## src/rtl/mod_counter_sched_pkg.sv

```systemverilog
// mod_counter_sched shared types and constants.
// State encoding, grant ids and default widths.
package mod_counter_sched_pkg;

  localparam int DEF_WIDTH = 8;
  localparam int DEF_REP_W = 4;

  localparam logic GRANT_REQ0 = 1'b0;
  localparam logic GRANT_REQ1 = 1'b1;

  typedef enum logic [1:0] {
    IDLE = 2'd0,
    RUN  = 2'd1,
    DONE = 2'd2
  } state_t;

endpackage

```

## src/rtl/mod_counter_sched_arb.sv

```systemverilog
// rr_arb2: two-way round-robin arbiter.
// Grants the sole valid, or on a tie the one not granted last.
module rr_arb2
  import mod_counter_sched_pkg::*;
(
  input  logic [1:0] valid,
  input  logic       last_grant,
  output logic [1:0] gnt,
  output logic       gnt_id
);

  logic both;
  logic only0;
  logic only1;

  assign both  = (valid == 2'b11);
  assign only0 = (valid == 2'b01);
  assign only1 = (valid == 2'b10);

  // pick a winner; gnt stays zero with no valid
  always_comb begin
    gnt    = 2'b00;
    gnt_id = GRANT_REQ0;
    unique case (1'b1)
      both: begin
        gnt_id = ~last_grant;
        gnt    = gnt_id ? 2'b10 : 2'b01;
      end
      only0: begin
        gnt_id = GRANT_REQ0;
        gnt    = 2'b01;
      end
      only1: begin
        gnt_id = GRANT_REQ1;
        gnt    = 2'b10;
      end
      default: begin
        gnt    = 2'b00;
        gnt_id = GRANT_REQ0;
      end
    endcase
  end

endmodule

```

## src/rtl/mod_counter_sched.sv

```systemverilog
// Shared modulus up-counter for two round-robin requesters.
// Optional pause input under MOD_COUNTER_SCHED_PAUSE_EN.
module mod_counter_sched
  import mod_counter_sched_pkg::*;
#(
  parameter int WIDTH = DEF_WIDTH,
  parameter int REP_W = DEF_REP_W
) (
  input  logic             clk,
  input  logic             rst,
`ifdef MOD_COUNTER_SCHED_PAUSE_EN
  input  logic             pause,
`endif
  input  logic             req0_valid,
  input  logic [WIDTH-1:0] req0_mod,
  input  logic [REP_W-1:0] req0_rep,
  output logic             req0_ready,
  input  logic             req1_valid,
  input  logic [WIDTH-1:0] req1_mod,
  input  logic [REP_W-1:0] req1_rep,
  output logic             req1_ready,
  output logic [WIDTH-1:0] count,
  output logic             busy,
  output logic             grant_id,
  output logic             wrap,
  output logic             done0,
  output logic             done1
);

  localparam logic [WIDTH:0]   ONE_X = 1;
  localparam logic [REP_W-1:0] ONE_R = 1;
  localparam logic [WIDTH-1:0] ONE_C = 1;

  state_t state_q;
  state_t state_d;

  logic [WIDTH-1:0] count_q;
  logic [REP_W-1:0] wraps_q;
  logic [WIDTH-1:0] m_q;
  logic [REP_W-1:0] r_q;
  logic             gid_q;
  logic             last_q;

  logic [1:0]       arb_gnt;
  logic             arb_id;
  logic             fire;
  logic [WIDTH-1:0] sel_mod;
  logic [REP_W-1:0] sel_rep;

  logic [WIDTH:0]   m_eff;
  logic [WIDTH:0]   lim;
  logic [REP_W-1:0] r_last;
  logic             at_lim;
  logic             run_en;
  logic             last_wrap;

  rr_arb2 u_arb (
    .valid      ({req1_valid, req0_valid}),
    .last_grant (last_q),
    .gnt        (arb_gnt),
    .gnt_id     (arb_id)
  );

  assign req0_ready = (state_q == IDLE) && arb_gnt[0];
  assign req1_ready = (state_q == IDLE) && arb_gnt[1];
  assign fire       = req0_ready | req1_ready;

  assign sel_mod = arb_id ? req1_mod : req0_mod;
  assign sel_rep = arb_id ? req1_rep : req0_rep;

  // M=0 stands for the full 2^WIDTH range
  always_comb begin
    m_eff = {1'b0, m_q};
    if (m_q == '0) begin
      m_eff = {1'b1, {WIDTH{1'b0}}};
    end
    lim = m_eff - ONE_X;
  end

  // R=0 behaves as a single pass
  always_comb begin
    r_last = r_q - ONE_R;
    if (r_q == '0) begin
      r_last = '0;
    end
  end

  assign at_lim = ({1'b0, count_q} >= lim);

`ifdef MOD_COUNTER_SCHED_PAUSE_EN
  assign run_en = (state_q == RUN) && !pause;
`else
  assign run_en = (state_q == RUN);
`endif

  assign wrap      = run_en && at_lim;
  assign last_wrap = wrap && (wraps_q == r_last);

  assign count    = count_q;
  assign busy     = (state_q != IDLE);
  assign grant_id = gid_q;
  assign done0    = (state_q == DONE) && (gid_q == GRANT_REQ0);
  assign done1    = (state_q == DONE) && (gid_q == GRANT_REQ1);

  // state register
  always_ff @(posedge clk) begin
    if (!rst) begin
      state_q <= IDLE;
    end else begin
      state_q <= state_d;
    end
  end

  // next-state logic
  always_comb begin
    state_d = state_q;
    unique case (state_q)
      IDLE: begin
        if (fire) begin
          state_d = RUN;
        end
      end
      RUN: begin
        if (last_wrap) begin
          state_d = DONE;
        end
      end
      DONE: begin
        state_d = IDLE;
      end
      default: begin
        state_d = IDLE;
      end
    endcase
  end

  // job latch, counter and wrap counter
  always_ff @(posedge clk) begin
    if (!rst) begin
      count_q <= '0;
      wraps_q <= '0;
      m_q     <= '0;
      r_q     <= '0;
      gid_q   <= GRANT_REQ0;
      last_q  <= GRANT_REQ1;
    end else begin
      unique case (state_q)
        IDLE: begin
          count_q <= '0;
          if (fire) begin
            m_q     <= sel_mod;
            r_q     <= sel_rep;
            gid_q   <= arb_id;
            last_q  <= arb_id;
            wraps_q <= '0;
          end
        end
        RUN: begin
          if (run_en) begin
            if (at_lim) begin
              count_q <= '0;
              wraps_q <= wraps_q + ONE_R;
            end else begin
              count_q <= count_q + ONE_C;
            end
          end
        end
        DONE: begin
          count_q <= '0;
        end
        default: begin
          count_q <= '0;
        end
      endcase
    end
  end

endmodule

```

## config.mk

```make
export PLATFORM = sky130hd
export DESIGN_NAME = mod_counter_sched
export DESIGN_NICKNAME = d
export VERILOG_FILES = /design/src/rtl/mod_counter_sched_pkg.sv /design/src/rtl/mod_counter_sched_arb.sv /design/src/rtl/mod_counter_sched.sv
export SDC_FILE = /design/constraint.sdc
export NUM_CORES = 1
export LEC_CHECK = 0
export BUFFER_PORTS_ARGS = -buffer_cell sky130_fd_sc_hd__clkbuf_2
export CAP_MARGIN = 0
export CORE_MARGIN = 1.5
export CORE_UTILIZATION = 35
export CTS_CLUSTER_DIAMETER = 150
export DETAILED_ROUTE_END_ITERATION = 6
export GPL_TIMING_DRIVEN = 0
export PLACE_DENSITY = 0.61
export SYNTH_ARGS = -nofsm -noshare
export SYNTH_HDL_FRONTEND = slang
export SYNTH_SLANG_ARGS = --single-unit
```

## constraint.sdc

```tcl
create_clock -name clk -period 3.5 [get_ports clk]
set_input_delay 0.525 -clock clk [delete_from_list [all_inputs] [get_ports clk]]
set_output_delay 0.525 -clock clk [all_outputs]
set_load 0.005 [all_outputs]
```

==> results of run 1 <==
## per-stage QoR
| stage | std cells | setup WS, ns | util (%) | hold slack [ns] |
|---|---|---|---|---|
| global placement | 288 | -0.372 | 43.5 | 0.492 |
| floorplan | 194 | 0.0113 | - | 0.463 |
| global route | 301 | -0.574 | 48.5 | 0.546 |
| detailed placement | 288 | -0.388 | 43.5 | 0.492 |
| finish | 301 | -0.432 | 48.5 | 0.511 |
| CTS | 293 | -0.461 | 45.7 | 0.510 |
## layer usage
metal | vias up | global-route usage [%]
met3 | 2 | 2.08
met4 | 0 | 4.61
met1 | 680 | 20.0
met2 | 31 | 23.6
li1 | 813 | -
met5 | - | 0
## Yosys cell counts (2+ instances only)
| cell type | n | area (sq um) |
|---|---|---|
| a21boi_1 | 3 | 22.5 |
| dfxtp_1 | 28 | 561 |
| and3_1 | 3 | 18.8 |
| o21ai_1 | 2 | 10.0 |
| xor2_1 | 6 | 52.6 |
| or3_1 | 3 | 18.8 |
| o31ai_1 | 3 | 22.5 |
| a21o_1 | 3 | 22.5 |
| ha_1 | 11 | 138 |
| a221o_1 | 2 | 20.0 |
| a21oi_1 | 7 | 35.0 |
| inv_1 | 5 | 18.8 |
| nand2_1 | 8 | 30.0 |
| nand3_1 | 7 | 35.0 |
| nand3b_1 | 2 | 15.0 |
| a211oi_1 | 12 | 90.1 |
| o211ai_1 | 3 | 22.5 |
| inv_2 | 4 | 15.0 |
| xnor2_1 | 7 | 61.3 |
| clkbuf_1 | 4 | 15.0 |
| nor3_1 | 3 | 15.0 |
| or4_1 | 4 | 30.0 |
| nand2b_1 | 6 | 37.5 |
| or2_2 | 2 | 12.5 |
| nor2_1 | 28 | 105 |
| nor2b_1 | 5 | 31.3 |
| nor4_1 | 2 | 12.5 |
| mux2i_1 | 12 | 120 |
## power by group through the flow
stage,Clock (uW),Sequential (uW),Combinational (uW)
floorplan,0,374,171
global placement,0,380,227
detailed placement,0,382,230
CTS,209,376,245
global route,220,381,317
finish,207,377,280
## worst max-delay path, stage by stage, from the launching register on
cell	delay, ns
dfxtp_2	0.35
or4_4	0.53
or4_4	0.43
a21boi_4	0.17
nor3_2	0.17
xnor2_1	0.16
ha_1	0.29
and3_4	0.20
a221o_1	0.31
a41oi_2	0.20
buf_4	0.15
nor2_1	0.04
clkbuf_2	0.12
## kinds of logic after synthesis
logic type               count (synthesis)
adder cells (fa/ha/maj)                 11
AND/OR/NAND/NOR                         76
flip-flops                              28
buffers and inverters                   14
multiplexers                            12
XOR/XNOR                                13
AO/OA/AOI/OAI                           40
## worst paths after layout
check | to | slack, ns | depth (start not counted)
hold reg to reg | wraps_q[3] | 0.51 | 2
hold / removal | wraps_q[3] | 0.51 | 2
setup / recovery | wrap | -0.43 | 12
setup reg to reg | count[3] | -0.09 | 15
## sequential cells by signal, summed over array words and instances, names as in the netlist
name	cells
r_q	4
state_q	2
last_q	1
m_q	8
count	8
wraps_q	4
grant_id	1
## final cells by class
type	instances	area share [%]
inverter	9	1.56
multi-input combinational	152	51.4
clock buffer	4	2.54
tap	52	3.00
buffer	5	1.10
sequential	28	26.3
timing repair buffer	51	14.1
## what timing repair did
action | in CTS | in global routing
gates resized for setup | 8 | 15
setup buffers | 1 | 7
cloned | 0 | 1
pin swaps | 1 | 16
setup endpoints to repair | 12 | 15
==> flow_metrics.env, run 1 <==
export IMPL_fill_cells=429
export IMPL_setup_ws_ns=-0.432
export IMPL_overflow=0
export IMPL_power_leakage_uw=0.000956
export IMPL_area_growth_pct=30.4
export IMPL_synth_edff_count=0
export IMPL_cts_tree="done"
export IMPL_setup_tns_ns=-1.38
export IMPL_grt_max_degree=16
export IMPL_critPathArrivalTime_ns=3.41
export IMPL_internal_power_uw=586
export IMPL_max_freq_ghz=0.254
export IMPL_p_comb_share_pct=32.4
export IMPL_dr_pass1_iters=4
export IMPL_maxSlewHeadroom_pct=66.6
export IMPL_die_area_sq_mm=0.00518
export IMPL_port_buffers=42
export IMPL_route_detailed_drc=0
export IMPL_finalMaxSlewViolations=0
export IMPL_violations="setup timing"
export IMPL_power_uw=864
export IMPL_hp_start="wraps_q[3]"
export IMPL_design_area_sq_mm=0.00217
export IMPL_seqPwrFrac_pct=43.6
export IMPL_layout_common_cells="clkbuf_2, nor2_1, dfxtp_1"
export IMPL_track_usage_pct=14.5
export IMPL_clk_path_buf_depth=2
export IMPL_cp_required_ns=2.97
export IMPL_synth_area_sq_mm=0.00167
export IMPL_crit_path_start="m_q[5]"
export IMPL_seq_area_sq_um=571
export IMPL_place_hpwl_um=2740
export IMPL_design_core_area_sq_mm=0.00447
export IMPL_clockPowerShare_pct=23.9
export IMPL_synthAdderAreaFrac_pct=8.26
export IMPL_finalCritPeriodShare_pct=112
export IMPL_setup_viol_count_final=14
export IMPL_antenna_found_initial=0
export IMPL_synth_compound_area_share_pct=17.6
export IMPL_clk_latency_ns=0.27
export IMPL_wl_met2_um=1720
export IMPL_status="complete, but fails checks"
export IMPL_hold_path_class="reg -> reg"
export IMPL_postCtsHoldBufs=0
export IMPL_tightest_slew_ns=0.501
export IMPL_clock_skew_ns=0.00183
export IMPL_synth_mux_area_share_pct=7.21
export IMPL_reg2reg_from="m_q[5]"
export IMPL_initial_core_util_pct=37.2
export IMPL_cts_root_buf="clkbuf_8"
export IMPL_rows=24
export IMPL_synthesis_nets=233
export IMPL_die_y_um=72.0
export IMPL_irDropWorstVdd_v=0.000169
export IMPL_insertedDiodeCount=0
export IMPL_wl_met3_um=110
export IMPL_first_global_vias=1399
export IMPL_power_switching_uw=278
export IMPL_yosysUniqueCellTypes=37
export IMPL_final_common_cell="clkbuf_2"
export IMPL_fin_crit_ns=3.93
export IMPL_hold_viol_final=0
export IMPL_rsz0062_at_grt="yes"
export IMPL_synth_simple_area_share_pct=23.2
export IMPL_met1Wirelength_um=1860
export IMPL_synth_top_family_by_area="simple AND/OR/NAND/NOR gates"
export IMPL_nNetsFinal=289
export IMPL_top_layer="met4"
export IMPL_numCtsBuffers=3
export IMPL_via_per_inst=5.07
export IMPL_wirelength_um=3720
export IMPL_synthFlopType="dfxtp_1"
export IMPL_switching_share_pct=32.1
export IMPL_multi_input_area_sq_mm=0.00112
export IMPL_syn_area_per_cell_sq_um=8.58
export IMPL_synthCells=194
export IMPL_ys_seq_area_share_pct=33.7
export IMPL_startpoint_type="flop"
export IMPL_drt_iter0_markers=45
export IMPL_vias=1526
export IMPL_die_w_um=72.0
export IMPL_drv_cap=0
export IMPL_path_clk_slew_ns=0.10
export IMPL_cp_end_kind="output pin"
export IMPL_place_congestion=0.847
export IMPL_grt_first_pass_wirelength_um=6110
export IMPL_async_flop_share_pct=0
export IMPL_p_per_area_mw_per_mm2=398
export IMPL_ios=43
export IMPL_cp_max_fo=3
export IMPL_postRouteAntennaNets=0
export IMPL_yosys_register_bits=28
export IMPL_cts_sinks=28
export IMPL_htreeDepth=1
export IMPL_placed_cell_area_sq_mm=0.00194
export IMPL_worstSetupPathType="reg -> out"
export IMPL_drive_gt1_share_pct=31.3
export IMPL_wl_per_cell_um=12.4
export IMPL_yosysWarnings=0
export IMPL_synth_xor_area_share_pct=6.84
Note: power is estimated with default switching activity, not from simulation.
==> run 2, diff against run 1 <==
--- a/config.mk
+++ b/config.mk
@@ -7,12 +7,14 @@
 export LEC_CHECK = 0
 export BUFFER_PORTS_ARGS = -buffer_cell sky130_fd_sc_hd__clkbuf_2
 export CAP_MARGIN = 0
+export CORE_ASPECT_RATIO = 1.5
 export CORE_MARGIN = 1.5
-export CORE_UTILIZATION = 35
+export CORE_UTILIZATION = 47
 export CTS_CLUSTER_DIAMETER = 150
+export CTS_CLUSTER_SIZE = 14
 export DETAILED_ROUTE_END_ITERATION = 6
 export GPL_TIMING_DRIVEN = 0
-export PLACE_DENSITY = 0.61
+export PLACE_DENSITY = 0.77
 export SYNTH_ARGS = -nofsm -noshare
 export SYNTH_HDL_FRONTEND = slang
 export SYNTH_SLANG_ARGS = --single-unit
==> run 2 against run 1 <==
  * The flow still finishes with violations (setup timing)
  * Combinational power shrank 3%
  * Clock power is essentially flat
  * Setup slack gained 0.0020 ns
  * Largest power group unchanged
==> flow_metrics.env, run 2 (synthesis gave the netlist of run 1 again) <==
export IMPL_track_usage_pct=19.3
export IMPL_maxSlewHeadroom_pct=62.9
export IMPL_fin_crit_ns=3.93
export IMPL_cts_sinks=28
export IMPL_irDropWorstVdd_v=0.000245
export IMPL_ios=43
export IMPL_cts_tree="done"
export IMPL_drt_iter0_markers=23
export IMPL_design_core_area_sq_mm=0.00338
export IMPL_path_clk_slew_ns=0.10
export IMPL_hold_path_class="reg -> reg"
export IMPL_wirelength_um=3650
export IMPL_setup_viol_count_final=1
export IMPL_finalMaxSlewViolations=0
export IMPL_drive_gt1_share_pct=31.6
export IMPL_clk_latency_ns=0.28
export IMPL_die_w_um=51.6
export IMPL_nNetsFinal=287
export IMPL_startpoint_type="flop"
export IMPL_die_y_um=75.9
export IMPL_grt_first_pass_wirelength_um=6040
export IMPL_layout_common_cells="clkbuf_2, dfxtp_1, nor2_1"
export IMPL_grt_max_degree=16
export IMPL_numCtsBuffers=3
export IMPL_crit_path_start="m_q[5]"
export IMPL_overflow=0
export IMPL_hp_start="wraps_q[3]"
export IMPL_placed_cell_area_sq_mm=0.00193
export IMPL_first_global_vias=1423
export IMPL_finalCritPeriodShare_pct=112
export IMPL_status="complete, but fails checks"
export IMPL_rows=26
export IMPL_cp_required_ns=2.97
export IMPL_place_hpwl_um=2620
export IMPL_power_leakage_uw=0.000935
export IMPL_cp_max_fo=3
export IMPL_antenna_found_initial=0
export IMPL_design_area_sq_mm=0.00212
export IMPL_violations="setup timing"
export IMPL_port_buffers=42
export IMPL_hold_viol_final=0
export IMPL_setup_ws_ns=-0.430
export IMPL_cpMostUsedCell="or4_4"
export IMPL_drv_cap=0
export IMPL_dp_slack_ns=-0.374
export IMPL_fill_cells=330
export IMPL_place_congestion=0.751
export IMPL_cts_root_buf="clkbuf_8"
export IMPL_p_per_area_mw_per_mm2=401
export IMPL_vias=1590
export IMPL_rsz0062_at_grt="yes"
export IMPL_dr_pass1_iters=4
export IMPL_wl_per_cell_um=12.6
export IMPL_clock_skew_ns=0.00395
export IMPL_initial_core_util_pct=49.2
export IMPL_postCtsHoldBufs=0
export IMPL_cp_slowest_cell="or4_4"
export IMPL_area_growth_pct=27.4
export IMPL_route_detailed_drc=0
export IMPL_tightest_slew_ns=0.557
export IMPL_max_freq_ghz=0.254
export IMPL_crit_chain="or4_4 > or4_4 > a21boi_4 > nor3_2 > xnor2_1 > ha_1 > and3_4 > a221o_1 > a41oi_2 > buf_4 > nor2_1 > clkbuf_2"
export IMPL_cp_end_kind="output pin"
export IMPL_htreeDepth=1
export IMPL_die_area_sq_mm=0.00392
export IMPL_crit_path_max_incr_delay_ns=0.56
export IMPL_final_common_cell="clkbuf_2"
export IMPL_insertedDiodeCount=0
export IMPL_worstSetupPathType="reg -> out"
export IMPL_reg2reg_from="m_q[5]"
export IMPL_critPathArrivalTime_ns=3.41
export IMPL_power_uw=851
export IMPL_clk_path_buf_depth=2
export IMPL_postRouteAntennaNets=0
export IMPL_via_per_inst=5.50
==> run 2: changes by cell type in the layout (fill, tap and decap cells not counted), sizes merged <==
cell    delta
buf        -1
clkbuf     -1
==> run 2: per-layer routing <==
layer	GRT usage (%)	vias to the layer above	wire length [um]
li1	-	808	-
met1	22.1	738	1520
met2	35.8	38	1980
met3	1.38	6	98
met4	6.84	0	38
met5	0	-	0
==> run 2: layout make-up <==
class	instances	area, sq um	area share, %
multi-input cells	152	1120	52.6
flip-flops and latches	28	571	26.9
repair buffers	49	270	12.7
clock buffers	4	55.1	2.59
well taps	42	52.6	2.48
inverters	9	33.8	1.59
plain buffers	5	23.8	1.12
==> run 2: worst max-delay path, delay by kind of cell (launching register included) <==
family / cells / cell delay [ns]
buffers and inverters: 2 / 0.26
xor gates and xnor gates: 1 / 0.10
adders and majority gates: 1 / 0.32
AOI/OAI and AO/OA: 3 / 0.69
and+or+nand+nor: 5 / 1.41
DFF: 1 / 0.35
==> run 2: final timing paths <==
| check | end | slack (ns) | cells past startpoint |
|---|---|---|---|
| worst max-delay path | wrap | -0.43 | 12 |
| worst min-delay path | wraps_q[3] | 0.51 | 2 |
| worst max register to register | count[6] | 0 | 14 |
| worst min register to register | wraps_q[3] | 0.51 | 2 |
==> run 2: stage by stage <==
step / setup TNS, ns / util, % / cells / hold slack, ns
floorplan: 0 / - / 194 / 0.463
global placement: -1.99 / 57.1 / 278 / 0.487
detailed placement: -2.10 / 57.1 / 278 / 0.496
CTS: -0.436 / 60.1 / 283 / 0.514
global route: -2.35 / 62.7 / 289 / 0.533
finish: -0.430 / 62.7 / 289 / 0.513
==> run 2: what timing repair did <==
action,CTS,global route
resized for setup,8,16
pin swaps,1,13
setup endpoints to repair,11,14
cloned,0,1
buffers inserted,1,5
==> run 2: report_power, final <==
part,internal [uW],switching (uW)
clock,101,103
combinational,133,138
sequential,345,31.2
total,579,272
